[config.mk]
export PLATFORM = sky130hd
export DESIGN_NAME = rs232_avm_responder_flat
export DESIGN_NICKNAME = d
export VERILOG_FILES = /design/src/rtl/rs232_avm_responder_if.sv /design/src/rtl/rs232_avm_responder.sv /design/src/flat_wrapper.sv
export SDC_FILE = /design/constraint.sdc
export NUM_CORES = 1
export LEC_CHECK = 0
export BUFFER_PORTS_ARGS = -buffer_cell sky130_fd_sc_hd__buf_2
export CORE_MARGIN = 2
export CORE_UTILIZATION = 40
export CTS_BUF_LIST = sky130_fd_sc_hd__clkbuf_4 sky130_fd_sc_hd__clkbuf_8
export CTS_CLUSTER_SIZE = 28
export DETAILED_ROUTE_END_ITERATION = 10
export GPL_TIMING_DRIVEN = 0
export HOLD_SLACK_MARGIN = 0.15
export SLEW_MARGIN = 20
export SYNTH_ARGS = -nofsm -noshare
export SYNTH_HDL_FRONTEND = slang
export SYNTH_SLANG_ARGS = --single-unit
[constraint.sdc]
create_clock -name avm_clk -period 5.2 [get_ports avm_clk]
set_input_delay 0.52 -clock avm_clk [delete_from_list [all_inputs] [get_ports avm_clk]]
set_output_delay 0.52 -clock avm_clk [all_outputs]
set_load 0.02 [all_outputs]
[src/rtl/rs232_avm_responder_if.sv]
`default_nettype none
// ============================================================================
// Module      : rs232_avm_responder_if
// Description : Avalon-MM bus bundle between the RSA wrapper master and the
//               RS232 register-map responder.
// Revision    : 1.0 - initial release
// ============================================================================
interface rs232_avm_responder_if;
  logic [4:0]  avs_address;
  logic        avs_read;
  logic [31:0] avs_readdata;
  logic        avs_write;
  logic [31:0] avs_writedata;
  logic        avs_waitrequest;

  modport master (
    output avs_address,
    output avs_read,
    output avs_write,
    output avs_writedata,
    input  avs_readdata,
    input  avs_waitrequest
  );

  modport slave (
    input  avs_address,
    input  avs_read,
    input  avs_write,
    input  avs_writedata,
    output avs_readdata,
    output avs_waitrequest
  );
endinterface
`default_nettype wire

[src/rtl/rs232_avm_responder.sv]
`default_nettype none
// ============================================================================
// Module      : rs232_avm_responder
// Description : Avalon-MM slave modelling the RS232 UART register map
//               (RX data 0x00, TX data 0x04, STATUS 0x08) with host-side RX
//               and TX byte FIFOs and programmable wait states.
// Revision    : 1.0 - initial release
// ============================================================================
module rs232_avm_responder #(
  parameter int FIFO_DEPTH  = 4,
  parameter int WAIT_CYCLES = 1
) (
  input  logic                 avm_clk,
  input  logic                 avm_rst,
  rs232_avm_responder_if.slave avs,
  input  logic [7:0]           i_rx_data,
  input  logic                 i_rx_valid,
  output logic                 o_rx_ready,
  output logic [7:0]           o_tx_data,
  output logic                 o_tx_valid,
  input  logic                 i_tx_ready,
  output logic                 o_tx_overflow
);

  localparam int AW = $clog2(FIFO_DEPTH);

  localparam logic [4:0]  c_addr_rx     = 5'd0;
  localparam logic [4:0]  c_addr_tx     = 5'd4;
  localparam logic [4:0]  c_addr_status = 5'd8;
  // Last count value in WAIT; unused when WAIT_CYCLES is 0 (WAIT is skipped)
  localparam logic [3:0]  c_wait_last   = 4'(WAIT_CYCLES - 1);
  localparam logic [AW:0] c_ptr_one     = (AW + 1)'(1);

  typedef enum logic [1:0] {
    S_IDLE = 2'd0,
    S_WAIT = 2'd1,
    S_DONE = 2'd2
  } state_t;

  state_t      r_state;
  logic [3:0]  r_wait_cnt;
  logic [4:0]  r_addr;
  logic        r_is_read;
  logic        r_is_write;
  logic        r_waitreq;

  logic [7:0]  r_rx_mem [FIFO_DEPTH];
  logic [AW:0] r_rx_wr;
  logic [AW:0] r_rx_rd;
  logic [7:0]  r_tx_mem [FIFO_DEPTH];
  logic [AW:0] r_tx_wr;
  logic [AW:0] r_tx_rd;
  logic        r_tx_overflow;

  logic        w_done;
  logic        w_rx_empty;
  logic        w_rx_full;
  logic        w_rx_push;
  logic        w_rx_pop;
  logic [7:0]  w_rx_head;
  logic        w_tx_empty;
  logic        w_tx_full;
  logic        w_tx_wr_sel;
  logic        w_tx_push;
  logic        w_tx_pop;
  logic [31:0] w_readdata;
  logic        w_unused;

  // Only the low byte of a write carries data
  assign w_unused = &{1'b0, avs.avs_writedata[31:8]};

  // Access sequencer: latch request in IDLE, count wait states, complete in DONE
  always_ff @(posedge avm_clk or posedge avm_rst) begin
    if (avm_rst) begin
      r_state    <= S_IDLE;
      r_wait_cnt <= 4'd0;
      r_addr     <= 5'd0;
      r_is_read  <= 1'b0;
      r_is_write <= 1'b0;
      r_waitreq  <= 1'b1;
    end else begin
      case (r_state)
        S_IDLE: begin
          r_waitreq <= 1'b1;
          if (avs.avs_read || avs.avs_write) begin
            r_addr     <= avs.avs_address;
            r_is_read  <= avs.avs_read;
            // A simultaneous read and write is serviced as a read only
            r_is_write <= avs.avs_write & ~avs.avs_read;
            r_wait_cnt <= 4'd0;
            if (WAIT_CYCLES == 0) begin
              r_state   <= S_DONE;
              r_waitreq <= 1'b0;
            end else begin
              r_state   <= S_WAIT;
            end
          end
        end
        S_WAIT: begin
          if (r_wait_cnt == c_wait_last) begin
            r_state   <= S_DONE;
            r_waitreq <= 1'b0;
          end else begin
            r_wait_cnt <= r_wait_cnt + 4'd1;
          end
        end
        S_DONE: begin
          // Requests still held here belong to this access; never restart
          r_state   <= S_IDLE;
          r_waitreq <= 1'b1;
        end
        default: begin
          r_state   <= S_IDLE;
          r_waitreq <= 1'b1;
        end
      endcase
    end
  end

  assign w_done = (r_state == S_DONE);

  // RX FIFO status and control
  assign w_rx_empty = (r_rx_wr == r_rx_rd);
  assign w_rx_full  = (r_rx_wr[AW] != r_rx_rd[AW]) &&
                      (r_rx_wr[AW-1:0] == r_rx_rd[AW-1:0]);
  assign w_rx_push  = i_rx_valid && !w_rx_full;
  assign w_rx_pop   = w_done && r_is_read && (r_addr == c_addr_rx) && !w_rx_empty;
  assign w_rx_head  = r_rx_mem[r_rx_rd[AW-1:0]];
  assign o_rx_ready = !w_rx_full;

  // RX pointers: host pushes, master pops; both may move in one cycle
  always_ff @(posedge avm_clk or posedge avm_rst) begin
    if (avm_rst) begin
      r_rx_wr <= '0;
      r_rx_rd <= '0;
    end else begin
      if (w_rx_push) r_rx_wr <= r_rx_wr + c_ptr_one;
      if (w_rx_pop)  r_rx_rd <= r_rx_rd + c_ptr_one;
    end
  end

  // RX storage write port
  always_ff @(posedge avm_clk) begin
    if (w_rx_push) r_rx_mem[r_rx_wr[AW-1:0]] <= i_rx_data;
  end

  // TX FIFO status and control; full check uses pre-cycle occupancy
  assign w_tx_empty  = (r_tx_wr == r_tx_rd);
  assign w_tx_full   = (r_tx_wr[AW] != r_tx_rd[AW]) &&
                       (r_tx_wr[AW-1:0] == r_tx_rd[AW-1:0]);
  assign w_tx_wr_sel = w_done && r_is_write && (r_addr == c_addr_tx);
  assign w_tx_push   = w_tx_wr_sel && !w_tx_full;
  assign w_tx_pop    = !w_tx_empty && i_tx_ready;
  assign o_tx_valid  = !w_tx_empty;
  // Head is forced to zero when empty so stale storage never shows
  assign o_tx_data   = w_tx_empty ? 8'h00 : r_tx_mem[r_tx_rd[AW-1:0]];

  // TX pointers: master pushes, host pops
  always_ff @(posedge avm_clk or posedge avm_rst) begin
    if (avm_rst) begin
      r_tx_wr <= '0;
      r_tx_rd <= '0;
    end else begin
      if (w_tx_push) r_tx_wr <= r_tx_wr + c_ptr_one;
      if (w_tx_pop)  r_tx_rd <= r_tx_rd + c_ptr_one;
    end
  end

  // TX storage write port
  always_ff @(posedge avm_clk) begin
    if (w_tx_push) r_tx_mem[r_tx_wr[AW-1:0]] <= avs.avs_writedata[7:0];
  end

  // Sticky overflow: a TX write found the FIFO full and its byte was dropped
  always_ff @(posedge avm_clk or posedge avm_rst) begin
    if (avm_rst) begin
      r_tx_overflow <= 1'b0;
    end else if (w_tx_wr_sel && w_tx_full) begin
      r_tx_overflow <= 1'b1;
    end
  end

  assign o_tx_overflow = r_tx_overflow;

  // Read data mux, driven only during the completion cycle
  always_comb begin
    w_readdata = 32'd0;
    if (w_done && r_is_read) begin
      case (r_addr)
        c_addr_rx: begin
          if (!w_rx_empty) w_readdata = {24'd0, w_rx_head};
        end
        c_addr_status: begin
          w_readdata[7] = !w_rx_empty;
          w_readdata[6] = !w_tx_full;
        end
        default: w_readdata = 32'd0;
      endcase
    end
  end

  assign avs.avs_readdata    = w_readdata;
  assign avs.avs_waitrequest = r_waitreq;

endmodule
`default_nettype wire

[src/flat_wrapper.sv]
// flat-port wrapper written by rule: the top's interface ports become plain ports
module rs232_avm_responder_flat 
#(
  parameter int FIFO_DEPTH  = 4,
  parameter int WAIT_CYCLES = 1
)
  (avm_clk, avm_rst, i_rx_data, i_rx_valid, o_rx_ready, o_tx_data, o_tx_valid, i_tx_ready, o_tx_overflow, avs_avs_address, avs_avs_read, avs_avs_write, avs_avs_writedata, avs_avs_readdata, avs_avs_waitrequest);
  rs232_avm_responder_if avs_i ();
  input  logic avm_clk;
  input  logic avm_rst;
  input  logic [7:0] i_rx_data;
  input  logic i_rx_valid;
  output logic o_rx_ready;
  output logic [7:0] o_tx_data;
  output logic o_tx_valid;
  input  logic i_tx_ready;
  output logic o_tx_overflow;
  input wire logic [$bits(avs_i.avs_address)-1:0] avs_avs_address;
  input wire logic [$bits(avs_i.avs_read)-1:0] avs_avs_read;
  input wire logic [$bits(avs_i.avs_write)-1:0] avs_avs_write;
  input wire logic [$bits(avs_i.avs_writedata)-1:0] avs_avs_writedata;
  output wire logic [$bits(avs_i.avs_readdata)-1:0] avs_avs_readdata;
  output wire logic [$bits(avs_i.avs_waitrequest)-1:0] avs_avs_waitrequest;
  assign avs_i.avs_address = avs_avs_address;
  assign avs_i.avs_read = avs_avs_read;
  assign avs_i.avs_write = avs_avs_write;
  assign avs_i.avs_writedata = avs_avs_writedata;
  assign avs_avs_readdata = avs_i.avs_readdata;
  assign avs_avs_waitrequest = avs_i.avs_waitrequest;
  rs232_avm_responder #(.FIFO_DEPTH(FIFO_DEPTH), .WAIT_CYCLES(WAIT_CYCLES)) u_core (.avm_clk(avm_clk), .avm_rst(avm_rst), .avs(avs_i), .i_rx_data(i_rx_data), .i_rx_valid(i_rx_valid), .o_rx_ready(o_rx_ready), .o_tx_data(o_tx_data), .o_tx_valid(o_tx_valid), .i_tx_ready(i_tx_ready), .o_tx_overflow(o_tx_overflow));
endmodule
==> summary by stage <==
Outcome
The run finished with clean final reports.

Logic synthesis
Each instance of the synthesized netlist takes up on average roughly 16 um^2. Yosys attributes the largest share of cell area to edfxtp_1 48%, dfrtp_1 16%, mux4_2 9.0%. The fraction of the mapped netlist area in compound gates was 0.0181.

The post-synthesis async set-or-reset flop share is 0.297. The dominant register cell in the synthesized netlist is edfxtp_1. The synthesized-area fraction occupied by xor and xnor cells is 0.0328. The multiplexer share of the synthesized area is 0.119. The area fraction in and, or, nand and nor cells after synthesis is 0.0817.

The number of different library cells in the post-synthesis netlist is 39. The count of state elements after synthesis is 91. Yosys instantiated no cell more often than edfxtp_1. The total number of yosys warnings is 0. The number of flops mapped to enable cells by yosys is 64. The portion of the post-synthesis area used by sequential elements is 0.648. The share of synthesized area in the top cell type comes to 0.479. The netlist area before placement is 4010 um^2. Of the total synthesized cell area, the portion taken by full adders, half adders and majority gates is 0.0374. By area, the combinational part of the netlist is dominated by multiplexers. After synthesis, the most frequently instantiated cells are 64 x edfxtp_1, 26 x dfrtp_1, 24 x buf_4. The synthesized design spends more area on one cell type than any other, namely edfxtp_1.

The synthesized instance count is around 250.

STA
The slew at the pin closest to its max-slew limit is between 0.9 and 1 ns. Setup repair after global routing left no endpoint under its margin. Setup violations remaining at the end of the flow were counted as 0. The final count of pins violating max slew is 0.

The worst path in the final design needs a cycle of between 3 and 4 ns, including I/O delays and setup. The final hold violation count is 0. The tightest hold margin is approximately 0.21 ns.

The final setup skew is about 0.016 ns. Based on the critical path, the design can be clocked at up to approximately 330 MHz. The total negative slack is 0 ns.

The final period utilization is 0.591. The worst pin sits at a relative slew slack of 0.383.

Critical path
Data on the critical path is required at its endpoint by 4.68 ns. The worst register-to-register path has a depth of 3. STA classifies the critical path endpoint as a primary output. STA puts the critical path data arrival time at between 2 and 3 ns.

The worst setup path is launched from a flip-flop. The maximum net fanout on the critical path is 8. The critical path start-end classification is flip-flop to primary output.

Die
The chip height is about 100 um. In this run the horizontal extent of the chip is ~100 um. The number of standard-cell rows in the floorplan is 36. The area of the core region is ~9800 um^2. The initial utilization of the core area, before any placement, comes to 0.410. The floorplan step defined a die boundary enclosing roughly 11,000 um^2. The number of I/O pins is 95.

Cells and area
The total inserted antenna cells is 0. The post-layout instance count excluding filler cells is around 470. In the final layout, the share of cells above drive strength 1 is 0.357. The final cell area excluding filler cells is 4700 um^2.

The number of nets at the end of the flow is between 300 and 400. The area growth from synthesis to layout is 17.2%. The utilization after layout is 0.481.

Global routing
Entering global routing, the biggest net connects 28 pins. The global routing usage summed across all routing layers is 0.132. For this run the aggregate overflow at the end of global routing stands at 0. The number of antenna violations at the first check in global routing was 0. The via count of the first global-routing pass is approximately 2,300. The wire length of the first global-routing pass is between 10 and 15 mm.

CTS
In this run the deepest clock path goes through 2 buffers. The H-tree generated during clock tree synthesis spans 3 levels. Clock tree synthesis found a total of around 90 sinks.

The number of resized instances in the post-cts repair step is 0. The CTS tree is yes. Clock latency on the worst-skew pair, taken at its later pin, is about 0.35 ns.

In this run, post-CTS hold repair placed 0 buffers. The clock-pin transition on the worst setup and hold timing paths is about 0.1 ns. The clock tree root buffer cell is clkbuf_8. The post-CTS setup repair buffer count is 0. The number of clock buffers added by TritonCTS is 9.

Drt
In the final routed layout, each cell accounts on average for ~14 um. The detail-routed via count per cell is approximately 4.5. In the routed design, unresolved DRC markers number 0. The total number of vias is 2,132.

The detailed-router iteration count before antenna repair is 4. Once detail routing completed, the nets flagged for antenna violations numbered 0. The final layout contains routed wiring with a total length of between 6 and 7 mm. For this block, the initial DRC count from the detailed router was 44.

Pwr
For this design the ratio of total power to cell area is roughly 460 nW/um^2. Across the VDD grid, the largest voltage drop is 0.000187 V. The part of the total power dissipated in sequential elements is 0.457. The switching part of the total is 0.338. The internal power of the cells totals about 1.4 mW.

The part of the power in combinational logic is 0.325. Summed over all cells, the static leakage comes to 1.93 nW. Of the total power, the clock network draws 0.217. The net switching power figure is around 0.73 mW.

Place
Detailed placement finished with a half-perimeter wire length of 4.60 mm. Routability-driven placement finished with a final weighted congestion of 0.695. Buffers placed on the I/O ports in this run total 46.

The number of cells in the design after placement is 453. Summing all placed instances gives a cell area of between 4000 and 5000 um^2.

Job
The count of max-cap constraint violations is 0.

Worst hold path
The tightest min-delay check is of the primary input to asynchronous set/reset pin type.
-- flip-flops by register name, summed over array words and instances (netlist names) --
signal                      cells
u_core.avs.avs_waitrequest      1
u_core.o_tx_overflow            1
u_core.r_addr                   5
u_core.r_is_read                1
u_core.r_is_write               1
u_core.r_rx_mem                32
u_core.r_rx_rd                  3
u_core.r_rx_wr                  3
u_core.r_state                  2
u_core.r_tx_mem                32
u_core.r_tx_rd                  3
u_core.r_tx_wr                  3
u_core.r_wait_cnt               4
-- critical path, stage by stage, from the launching register on --
cell	delay [ns]
dfrtp_1	0.46
or3_1	0.40
or4b_4	0.55
or3_1	0.34
buf_6	0.15
nor2b_1	0.13
buf_2	0.18
-- routing by layer --
layer	vias to the layer above	share of wire	global-route usage
li1	1034	-	-
met1	1037	0.45	0.172
met2	54	0.48	0.211
met3	7	0.050	0.0395
met4	0	0.012	0.0463
met5	-	0	0
-- final timing paths --
check                      slack [ns]                               end                              from
setup / recovery                 2.13               avs_avs_readdata[3]     u_core.r_state[0]$_DFFE_PP0P_
hold / removal                   0.21     u_core.r_tx_wr[2]$_DFFE_PP0P_                           avm_rst
setup reg to reg                 2.60   u_core.r_tx_mem[3][5]$_DFFE_PP_     u_core.r_state[0]$_DFFE_PP0P_
hold reg to reg                  0.48  u_core.o_tx_overflow$_DFFE_PP0P_  u_core.o_tx_overflow$_DFFE_PP0P_
max in group asynchronous        4.60     u_core.r_rx_wr[2]$_DFFE_PP0P_                           avm_rst
min in group avm_clk             0.38   u_core.r_rx_mem[3][0]$_DFFE_PP_                      i_rx_data[0]
-- area by class of cell --
cell class	instances	area, um^2
multi-input cells	143	1250
repair buffers	46	230
flip-flops and latches	91	2600
well taps	133	166
plain buffers	30	213
clock inverters	7	76.3
inverters	10	37.5
clock buffers	9	124
fillers	894	5080
-- metrics by stage --
stage | power, mW | worst slack, ns
3_5_place_dp | 1.72 | 2.48
5_1_grt | 2.31 | 1.99
3_3_place_gp | 1.70 | 2.49
6_report | 2.16 | 2.13
2_1_floorplan | 1.54 | 2.60
4_1_cts | 2.20 | 2.06
-- kinds of logic after synthesis --
group,count (synthesis)
buf+inv,40
mux,26
fa+ha+maj,12
xor+xnor,15
simple gates,55
compound gates,11
other cells,1
flops,91
-- layout by cell type, fill, tap and decap left out, types with 6 or more instances in the layout --
cell	instances
buf_2	48
nand2_1	6
edfxtp_1	64
conb_1	24
nor2b_1	7
ha_1	12
dfrtp_1	26
xor2_1	6
and2_1	14
buf_4	24
inv_1	9
mux4_2	16
clkbuf_8	9
mux2_2	8
xnor2_1	9
-- power by group through the flow --
stage | Combinational, mW | Clock (mW) | Sequential, mW
after floorplan | 0.549 | 0 | 0.990
after global placement | 0.698 | 0 | 1.00
after detailed placement | 0.714 | 0 | 1.01
after CTS | 0.716 | 0.488 | 0.991
after global routing | 0.785 | 0.523 | 1.01
final | 0.703 | 0.470 | 0.989
(Power assumes the default switching activity.)
